### config.mk
export PLATFORM = sky130hd
export DESIGN_NAME = dram_burst_reader
export DESIGN_NICKNAME = d
export VERILOG_FILES = /design/src/rtl/dram_burst_reader.sv
export SDC_FILE = /design/constraint.sdc
export NUM_CORES = 1
export LEC_CHECK = 0
export CORE_UTILIZATION = 35
export DETAILED_ROUTE_END_ITERATION = 8
export PLACE_DENSITY = 0.61
export REMOVE_ABC_BUFFERS = 1
export SLEW_MARGIN = 10
export SYNTH_ARGS = -nofsm -noshare
export SYNTH_HDL_FRONTEND = slang
export SYNTH_SLANG_ARGS = --single-unit
### constraint.sdc
create_clock -name clk -period 5.6 [get_ports clk]
set_input_delay 0.84 -clock clk [delete_from_list [all_inputs] [get_ports clk]]
set_output_delay 0.84 -clock clk [all_outputs]
set_load 0.1 [all_outputs]
### src/rtl/dram_burst_reader.sv
// dram_burst_reader: read-side burst master for the 4-bit weight DRAM.
// Issues sequential reads and returns the words as a valid/ready stream
// with a last-beat marker. A 2-entry buffer with credit-gated issue
// absorbs the 1-cycle read latency under downstream backpressure.
module dram_burst_reader #(
  parameter int unsigned D_WIDTH = 4,
  parameter int unsigned A_WIDTH = 15,
  parameter int unsigned L_WIDTH = A_WIDTH + 1
) (
  input  logic               clk,
  input  logic               rst,
  input  logic               start,
  input  logic [A_WIDTH-1:0] base_addr,
  input  logic [L_WIDTH-1:0] burst_len,
  output logic               busy,
  output logic               done,
  output logic               mem_rce,
  output logic [A_WIDTH-1:0] mem_ra,
  input  logic [D_WIDTH-1:0] mem_rq,
  output logic               out_valid,
  input  logic               out_ready,
  output logic [D_WIDTH-1:0] out_data,
  output logic               out_last
);

  typedef enum logic [1:0] {
    IDLE,
    ISSUE,
    DRAIN,
    FIN
  } state_t;

  state_t                      r_state;
  logic [A_WIDTH-1:0]          r_addr;
  logic [L_WIDTH-1:0]          r_issue_left;
  logic [L_WIDTH-1:0]          r_beats_left;
  logic                        r_rv;      // a read issued last cycle returns on mem_rq now
  logic [1:0]                  r_cnt;     // words held in the buffer
  logic [1:0][D_WIDTH-1:0]     r_buf;     // entry 0 is the head

  logic [1:0]                  w_occ;
  logic                        w_issue;
  logic                        w_valid;
  logic                        w_pop;
  logic [D_WIDTH-1:0]          w_head;
  logic [1:0]                  w_cnt_n;
  logic [1:0][D_WIDTH-1:0]     w_buf_n;

  // Occupancy plus the word arriving this cycle; issue only while below 2.
  assign w_occ   = r_cnt + {1'b0, r_rv};
  assign w_issue = (r_state == ISSUE) && (w_occ < 2'd2);

  // Fall-through: an empty buffer presents the returning word directly, so
  // the first beat is visible in the cycle its read data arrives. If that
  // word is not taken it is stored and keeps being presented unchanged.
  assign w_valid = (r_cnt != 2'd0) || r_rv;
  assign w_pop   = w_valid && out_ready;
  assign w_head  = (r_cnt != 2'd0) ? r_buf[0] : mem_rq;

  assign out_valid = w_valid;
  assign out_data  = w_valid ? w_head : '0;
  assign out_last  = w_valid && (r_beats_left == L_WIDTH'(1));

  assign mem_rce = w_issue;
  assign mem_ra  = r_addr;
  assign busy    = (r_state != IDLE);
  assign done    = (r_state == FIN);

  // Next buffer contents: pop a stored head first, then append the return
  // unless it was consumed straight through an empty buffer.
  always_comb begin
    w_buf_n = r_buf;
    w_cnt_n = r_cnt;
    if (w_pop && (r_cnt != 2'd0)) begin
      w_buf_n[0] = r_buf[1];
      w_cnt_n    = r_cnt - 2'd1;
    end
    if (r_rv && !(w_pop && (r_cnt == 2'd0))) begin
      w_buf_n[w_cnt_n[0]] = mem_rq;
      w_cnt_n             = w_cnt_n + 2'd1;
    end
  end

  // Buffer storage; reset discards held words.
  always_ff @(posedge clk) begin
    if (rst) begin
      r_cnt <= '0;
      r_buf <= '0;
    end else begin
      r_cnt <= w_cnt_n;
      r_buf <= w_buf_n;
    end
  end

  // Burst control FSM with address and issue/beat counters.
  always_ff @(posedge clk) begin
    if (rst) begin
      r_state      <= IDLE;
      r_addr       <= '0;
      r_issue_left <= '0;
      r_beats_left <= '0;
      r_rv         <= 1'b0;
    end else begin
      r_rv <= w_issue;
      if (w_pop && (r_beats_left != '0)) begin
        r_beats_left <= r_beats_left - L_WIDTH'(1);
      end
      case (r_state)
        IDLE: begin
          if (start) begin
            r_addr       <= base_addr;
            r_issue_left <= burst_len;
            r_beats_left <= burst_len;
            r_state      <= (burst_len == '0) ? FIN : ISSUE;
          end
        end
        ISSUE: begin
          if (w_issue) begin
            r_addr       <= r_addr + A_WIDTH'(1);
            r_issue_left <= r_issue_left - L_WIDTH'(1);
            if (r_issue_left == L_WIDTH'(1)) begin
              r_state <= DRAIN;
            end
          end
        end
        DRAIN: begin
          if (w_pop && (r_beats_left == L_WIDTH'(1))) begin
            r_state <= FIN;
          end
        end
        FIN: begin
          r_state <= IDLE;
        end
        default: r_state <= IDLE;
      endcase
    end
  end

  // A return landing in a full buffer would lose a word.
  always_ff @(posedge clk) begin
    if (!rst) begin
      assert (!(r_rv && (r_cnt == 2'd2) && !w_pop))
        else $error("dram_burst_reader: read return into full buffer");
    end
  end

endmodule

==> results of run 1 <==
## registers in the layout (all words and copies together), names as in the netlist
signal / cells
r_issue_left: 16
r_buf: 8
mem_ra: 15
r_state: 2
r_cnt: 2
r_rv: 1
r_beats_left: 16
## per-layer routing
layer / vias to the layer above / wire (um)
li1: 1880 / -
met1: 1793 / 4850
met2: 76 / 4800
met3: 12 / 367
met4: 0 / 140
met5: - / 0
## final cells by class
type | instances | share of cell area
clock buffers | 11 | 0.0321
clock inverters | 4 | 0.0104
inverters | 26 | 0.0207
multi-input cells | 371 | 0.509
flip-flops and latches | 60 | 0.255
well taps | 136 | 0.0361
repair buffers | 66 | 0.137
## final timing paths
check / start / to / slack, ns / depth (start not counted)
setup reg to reg: r_state[1] / mem_ra[14] / 2.82 / 7
hold reg to reg: r_issue_left[15] / r_issue_left[15] / 0.48 / 2
setup / recovery: r_state[1] / mem_rce / 1.92 / 5
hold / removal: r_issue_left[15] / r_issue_left[15] / 0.48 / 2
## logic make-up after synthesis
group           synth area share
compound gates             0.271
buf+inv                   0.0617
mux                       0.0131
fa+ha+maj                 0.0424
flops                      0.313
xor+xnor                  0.0320
simple gates               0.266
## power groups by stage
stage	Sequential (mW)	Clock [mW]	Combinational [mW]
after global placement	0.761	0	1.91
after detailed placement	0.770	0	1.92
after floorplan	1.02	0	1.20
final	0.762	0.408	1.94
after global routing	0.791	0.436	2.11
after CTS	0.761	0.414	1.93
## worst max-delay path: stages (launching register included)
cell and delay [ns]:
dfxtp_1 0.34, inv_1 0.10, ha_1 0.16, buf_4 0.40
and3_1 0.31, clkdlybuf4s50_1 1.18
## Yosys cell counts, types with 2 or more instances
cell type  count  area (um2)
clkbuf_1      27         101
nand3_1       16        80.1
o21ai_1        2        10.0
a211oi_1      22         165
mux2i_1        5        50.1
nor4_1        12        75.1
nor2_1        47         176
nand4_1        6        37.5
nor2b_1       13        81.3
inv_1         26        97.6
ha_1          13         163
a311oi_1       3        26.3
or3_1          3        18.8
and4_1         3        26.3
o32ai_1       12         105
o2bb2ai_1      4        35.0
o21ai_0       33         165
buf_1          2        7.51
nor4_2         3        37.5
a211oi_2       2        25.0
a21oi_1       56         280
nor3_1        15        75.1
nor4b_1        2        17.5
and3_1        10        62.6
buf_6          2        22.5
nand2_1       29         109
nand2b_1      12        75.1
o22ai_1        2        12.5
dfxtp_1       60        1200
o21a_1         5        37.5
a31oi_1        2        12.5
xnor2_1       14         123
a2111oi_4      2        55.1
## metrics by stage
step | power [mW] | setup slack, ns | instances | cell area [um2] | util
3_3_place_gp | 2.67 | 2.12 | 659 | 4510 | 0.431
6_report | 3.11 | 1.92 | 674 | 4710 | 0.451
2_1_floorplan | 2.22 | 1.67 | 457 | 3690 | -
5_1_grt | 3.34 | 1.77 | 674 | 4710 | 0.451
4_1_cts | 3.11 | 1.90 | 674 | 4710 | 0.451
3_5_place_dp | 2.69 | 2.07 | 659 | 4510 | 0.431
==> impl_metrics.csv, run 1 <==
group,metric,value,unit
outcome,run_status,"completed",
floorplanning,coreArea,10500,um2
floorplanning,dieArea,11400,um2
global_route,use_met2,0.301,
clock_tree,ctsRootBufferMaster,"clkbuf_8",
sta,max_slew_margin,0.328,
floorplanning,dieWidth,107,um
sta,clock.fmax,271,MHz
floorplanning,fp.dieH,107,um
power,comb_power_share,0.623,
worst_setup_path,arrival,2.84,ns
logic_synthesis,ys_warn_count,0,
clock_tree,clkTransAtPathRegs,0.07,ns
clock_tree,cts_buffers,9,
global_route,grt_pass1_vias,3470,
sta,period_share,0.658,
sta,tightestPinTransition,1.01,ns
logic_synthesis,ys_types,57,
power,irDropWorstVdd,0.296,mV
finish,area_delta_synth_final,23.0,%
logic_synthesis,synth_enable_flop_cells,0,
finish,most-common-layout-cells,"clkdlybuf4s50_1, dfxtp_1, a21oi_1",
clock_tree,cts.path.max_buffers,2,
clock_tree,h-tree-depth,3,
sta,finalSetupViolCount,0,
worst_setup_path,critPathMaxFanout,44,
finish,multi_input_area,2400,um2
power,p_switching,1.69,mW
global_route,grtUsageMet3,0.0359,
worst_setup_path,startpoint_type,"flip-flop",
run,cap_violations,0,
finish,fill_cells,1080,
route,routed_via_density,5.58,
power,swShare,0.545,
global_route,grt_overflow,0,
finish,layout-drive-gt1-share,0.0743,
power,p_seq_frac,0.245,
sta,timing.final.hold_violations,0,
route,drt_iter0_markers,256,
worst_setup_path,required,4.76,ns
logic_synthesis,synthArstFlopShare,0,
worst_setup_path,worst_setup_path_end_kind,"output port",
power,p_per_area,659,nW/um2
sta,final.setup.tns,0,ns
clock_tree,clock-sinks,60,
logic_synthesis,yosys_most_used_dff,"dfxtp_1",
route,route.detailed.drc,0,
logic_synthesis,syn_area,3830,um2
place,dp.final_hpwl,7.11,mm
clock_tree,postCtsHoldBufs,0,
floorplanning,initial_core_util,0.366,
sta,whs,0.476,ns
global_route,grt.busiest_layer,"met2",
sta,drv_slew,0,
place,place_congestion,0.778,
finish,nets,586,
finish,diodes,0,
floorplanning,num_rows,37,
power,leakage,1.57,nW
finish,final-seq-area,1200,um2
clock_tree,cts_tree,"done",
clock_tree,clk_latency,0.34,ns
floorplanning,num_io_pins,63,
power,p_int,1.41,mW
worst_hold_path,worstHoldPathType,"flip-flop to flip-flop",
clock_tree,post-cts-setup-buffer-count,0,
worst_setup_path,critical_path_class,"flip-flop to output port",
power,clkPwrFrac,0.131,
sta,fin_crit,3.68,ns
global_route,grt_first_pass_wirelength,16.9,mm
logic_synthesis,syn_avg_cell_area,7.84,um2
global_route,gr-usage-all-layers,0.186,
route,wl_per_cell,15.1,um
global_route,antenna_found_initial,0,
route,wl,10.2,mm
logic_synthesis,synth_seq_area_share,0.313,
finish,final_common_cell,"clkdlybuf4s50_1",
global_route,grt_max_degree,45,
clock_tree,cts_resized,0,
route,detail-route-antenna-nets,0,
sta,fin_skew,0.0113,ns
route,drtPass1Iterations,5,
route,via_count,3761,
logic_synthesis,ys_ff_latch,60,
global_route,grtUsageMet1,0.249,
place,io_buffers,62,
sta,rsz0062_at_grt,"false",
logic_synthesis,synthCells,489,
Note: power is estimated with default switching activity, not from simulation.
==> inputs of run 2 (changes only) <==
==> constraint.sdc (replaced) <==
create_clock -name clk -period 3.53 [get_ports clk]
set_input_delay 0.5295 -clock clk [delete_from_list [all_inputs] [get_ports clk]]
set_output_delay 0.5295 -clock clk [all_outputs]
set_load 0.1 [all_outputs]
==> run 2 against run 1 <==
Net effect:
- clock power grew 63%
- clock-buffer cell count down 2
- non-clock buffer count rose by 4
- total power increased by 62%
- cell count rose by 0.59%
- register-to-register slack worse by 1.5 ns
- sequential power rose by 59%
- critical path type unchanged
- sequential share of layout area down 0.14 points
==> impl_metrics.csv, run 2 (same netlist as run 1, synthesis figures left out) <==
group,metric,value,unit
floorplanning,initial_core_util,0.366,
finish,area_delta_synth_final,23.7,%
worst_setup_path,arrival,2.04,ns
floorplanning,dieWidth,107,um
sta,rsz0062_at_grt,"false",
floorplanning,coreArea,10500,um2
global_route,antenna_found_initial,0,
clock_tree,h-tree-depth,3,
clock_tree,cts.path.max_buffers,2,
clock_tree,cts_tree,"done",
place,dp_slack,1.02,ns
floorplanning,fp.dieH,107,um
finish,nets,590,
sta,fin_crit,2.57,ns
global_route,grt_pass1_vias,3630,
worst_setup_path,critPathMaxFanout,4,
run,cap_violations,0,
place,place_congestion,0.785,
sta,period_share,0.728,
power,leakage,1.61,nW
finish,most-common-layout-cells,"dfxtp_1, a21oi_1, clkdlybuf4s50_1",
sta,timing.final.hold_violations,0,
route,via_count,3770,
place,dp.cells,663,
power,p_per_area,1060,nW/um2
finish,final_area,4740,um2
finish,final_common_cell,"dfxtp_1",
sta,whs,0.484,ns
finish,final_util,0.453,
clock_tree,post-cts-setup-buffer-count,0,
global_route,grt_first_pass_wirelength,17.4,mm
finish,layout-drive-gt1-share,0.0959,
clock_tree,postCtsHoldBufs,0,
route,drtPass1Iterations,6,
clock_tree,cts_resized,0,
outcome,run_status,"completed",
floorplanning,num_io_pins,63,
floorplanning,dieArea,11400,um2
sta,fin_ws,0.960,ns
place,io_buffers,62,
finish,fill_cells,1073,
route,routed_via_density,5.56,
clock_tree,clkTransAtPathRegs,0.07,ns
sta,drv_slew,0,
floorplanning,num_rows,37,
worst_setup_path,worst_setup_path_end_kind,"output port",
route,route.detailed.drc,0,
sta,max_slew_margin,0.321,
worst_setup_path,required,3.00,ns
sta,final.setup.tns,0,ns
sta,clock.fmax,389,MHz
worst_hold_path,worstHoldPathType,"flip-flop to flip-flop",
route,drt_iter0_markers,227,
finish,stdcell_count,678,
power,irDropWorstVdd,0.672,mV
place,place_area,4540,um2
route,wl,10.4,mm
route,detail-route-antenna-nets,0,
clock_tree,clock-sinks,60,
clock_tree,clk_latency,0.35,ns
worst_setup_path,startpoint_type,"flip-flop",
global_route,grt_max_degree,43,
finish,diodes,0,
place,dp.final_hpwl,7.30,mm
sta,finalSetupViolCount,0,
sta,fin_skew,0.0114,ns
global_route,grt_overflow,0,
global_route,gr-usage-all-layers,0.191,
power,power.total,5.02,mW
route,wl_per_cell,15.4,um
worst_setup_path,critical_path_class,"flip-flop to output port",
clock_tree,cts_buffers,9,
sta,tightestPinTransition,1.02,ns
clock_tree,ctsRootBufferMaster,"clkbuf_8",
## run 2: cell count changes in the layout (fill, tap and decap cells not counted), sizes merged
cell | before | now
buf | 5 | 17
bufinv | 1 | 2
clkbuf | 11 | 9
clkdlybuf4s50 | 61 | 53
clkinv | 3 | 4
## run 2: final cells by class
cell class	count	area, um2	area share
Tap cell	136	170	0.0359
Clock buffer	9	124	0.0261
Sequential cell	60	1200	0.253
Clock inverter	6	80.1	0.0169
Timing Repair Buffer	70	668	0.141
Multi-Input combinational cell	371	2400	0.506
Inverter	26	97.6	0.0206
## run 2: final timing paths
path / startpoint / to / slack [ns] / depth (start not counted)
worst max register to register: r_beats_left[11] / r_beats_left[3] / 1.27 / 5
worst min-delay path: r_issue_left[14] / r_issue_left[14] / 0.48 / 2
worst min register to register: r_issue_left[14] / r_issue_left[14] / 0.48 / 2
worst max-delay path: r_state[0] / done / 0.96 / 2
## run 2: per-layer routing
layer / up-vias / GRT usage / part of all wire
met3: 11 / 0.0334 / 0.035
met1: 1791 / 0.257 / 0.48
met2: 75 / 0.306 / 0.47
met4: 0 / 0.0685 / 0.011
li1: 1893 / - / -
met5: - / 0 / 0
## run 2: critical path, stage by stage (launching register included)
cell	delay (ns)
dfxtp_1	0.39
ha_1	0.18
clkdlybuf4s50_1	1.13
## run 2: power breakdown
| part | total (mW) | internal (mW) | switching, mW |
|---|---|---|---|
| clock network | 0.666 | 0.388 | 0.278 |
| registers | 1.21 | 0.923 | 0.289 |
| logic | 3.14 | 1.00 | 2.14 |
| total | 5.02 | 2.31 | 2.71 |
==> inputs of run 3 (changes only) <==
--- a/config.mk
+++ b/config.mk
@@ -7,7 +7,7 @@
 export LEC_CHECK = 0
 export CORE_UTILIZATION = 35
 export DETAILED_ROUTE_END_ITERATION = 8
-export PLACE_DENSITY = 0.61
+export PLACE_DENSITY = 0.63
 export REMOVE_ABC_BUFFERS = 1
 export SLEW_MARGIN = 10
 export SYNTH_ARGS = -nofsm -noshare
==> constraint.sdc (replaced) <==
create_clock -name clk -period 2.35 [get_ports clk]
set_input_delay 0.3525 -clock clk [delete_from_list [all_inputs] [get_ports clk]]
set_output_delay 0.3525 -clock clk [all_outputs]
set_load 0.1 [all_outputs]
==> run 3 against run 2 <==
Net effect:
- sequential share of layout area decreased by 0.45 points
- combinational power rose by 56%
- global-route usage is 0.34 points lower
- die area did not move
- largest cell class unchanged
- utilization rose by 0.83 points
- sequential power is 50% higher
- register-to-register slack got worse by 0.99 ns
- design area up 1.8%
- critical endpoint is now out_last
==> impl_metrics.csv, run 3 (same netlist as run 1, synthesis figures left out) <==
group,metric,value,unit
sta,timing.final.hold_violations,0,
route,drtPass1Iterations,4,
worst_hold_path,hold_depth,2,
floorplanning,fp.dieH,107,um
place,dp_slack,0.262,ns
route,route.detailed.drc,0,
outcome,run_status,"completed",
clock_tree,cts.path.max_buffers,2,
floorplanning,coreArea,10500,um2
finish,final_util,0.461,
place,place_congestion,0.851,
global_route,antenna_found_initial,0,
worst_setup_path,critPathMaxFanout,6,
floorplanning,num_rows,37,
worst_setup_path,reg2reg_from,"r_cnt[0]",
power,p_switching,4.05,mW
worst_setup_path,reg2regPathDepth,7,
place,io_buffers,62,
power,p_seq_frac,0.243,
global_route,grt_max_degree,42,
sta,fin_skew,0.00634,ns
finish,layout-drive-gt1-share,0.137,
worst_setup_path,critical_path_class,"flip-flop to output port",
finish,diodes,0,
floorplanning,dieWidth,107,um
global_route,grt_overflow,0,
finish,stdcell_count,684,
power,irDropWorstVdd,0.657,mV
clock_tree,cts_buffers,9,
sta,drv_slew,0,
worst_setup_path,required,2.00,ns
run,cap_violations,0,
floorplanning,initial_core_util,0.366,
clock_tree,clock-sinks,60,
clock_tree,cts_tree,"done",
finish,multi_input_area,2410,um2
clock_tree,h-tree-depth,3,
route,wl_per_cell,15.0,um
sta,fin_ws,0.174,ns
sta,period_share,0.926,
worst_hold_path,min_from,"r_issue_left[15]",
finish,most-common-layout-cells,"dfxtp_1, a21oi_1, nor2_1",
worst_setup_path,arrival,1.82,ns
clock_tree,cts_resized,0,
sta,finalSetupViolCount,0,
clock_tree,post-cts-setup-buffer-count,0,
power,swShare,0.540,
power,p_int,3.45,mW
finish,fill_cells,1082,
route,via_count,3774,
place,dp.cells,670,
route,routed_via_density,5.52,
worst_hold_path,worstHoldPathType,"flip-flop to flip-flop",
route,wl,10.3,mm
sta,clock.fmax,460,MHz
route,detail-route-antenna-nets,0,
sta,tightestPinTransition,0.563,ns
global_route,grt_first_pass_wirelength,17.1,mm
place,dp.final_hpwl,7.39,mm
sta,fin_crit,2.18,ns
finish,final-seq-area,1200,um2
power,comb_power_share,0.652,
clock_tree,clkTransAtPathRegs,0.07,ns
finish,final_common_cell,"dfxtp_1",
worst_setup_path,startpoint_type,"flip-flop",
floorplanning,dieArea,11400,um2
power,leakage,1.68,nW
worst_setup_path,crit_start,"r_cnt[0]",
power,p_per_area,1550,nW/um2
floorplanning,num_io_pins,63,
worst_setup_path,worst_setup_path_end_kind,"output port",
clock_tree,postCtsHoldBufs,0,
clock_tree,clk_latency,0.34,ns
power,clkPwrFrac,0.106,
finish,nets,597,
sta,rsz0062_at_grt,"false",
route,drt_iter0_markers,185,
sta,max_slew_margin,0.622,
clock_tree,ctsRootBufferMaster,"clkbuf_8",
global_route,gr-usage-all-layers,0.188,
global_route,grt_pass1_vias,3567,
finish,area_delta_synth_final,25.9,%
-- run 3: cell count changes in the layout (fill, tap and decap cells not counted), sizes merged --
| cell | delta |
|---|---|
| bufinv | -2 |
| clkinv | -1 |
| buf | +23 |
| clkdlybuf4s50 | -16 |
| clkbuf | +2 |
-- run 3: area by class of cell --
cell class	count	share of cell area
Clock buffer	11	0.0293
Clock inverter	3	0.00311
Inverter	26	0.0202
Multi-Input combinational cell	371	0.499
Sequential cell	60	0.249
Tap cell	136	0.0353
Timing Repair Buffer	77	0.164
-- run 3: critical path: stages (launching register included) --
cell and delay (ns):
dfxtp_1 0.42, inv_1 0.07, ha_1 0.21, nand2b_1 0.32
nor2b_2 0.27, buf_12 0.19
-- run 3: metal layers --
layer	GRT usage	up-vias	share of wire
met4	0.0861	0	0.021
li1	-	1896	-
met3	0.0280	18	0.030
met1	0.243	1798	0.48
met2	0.308	62	0.47
met5	0	-	0
-- run 3: path summary, 6_finish.rpt --
| check | slack (ns) | to |
|---|---|---|
| max | 0.17 | out_last |
| min | 0.48 | r_issue_left[15] |
| max reg2reg | 0.28 | r_beats_left[4] |
| min reg2reg | 0.48 | r_issue_left[15] |
-- run 3: stage by stage --
| step | total power, mW | cell area, um2 | hold slack, ns | TNS [ns] |
|---|---|---|---|---|
| final | 7.50 | 4830 | 0.479 | 0 |
| after global routing | 8.08 | 4830 | 0.504 | 0 |
| after CTS | 7.53 | 4820 | 0.481 | 0 |
| after detailed placement | 6.70 | 4660 | 0.473 | 0 |
| after global placement | 6.64 | 4660 | 0.460 | 0 |
| after floorplan | 5.29 | 3690 | 0.417 | -37.96 |
-- run 3: power by group through the flow --
stage                     clock [mW]  sequential, mW  combinational (mW)
after floorplan                    0            2.44                2.85
after global placement             0            1.82                4.82
after detailed placement           0            1.83                4.87
after CTS                      0.825            1.81                4.90
after global routing           0.868            1.88                5.33
final                          0.795            1.82                4.89
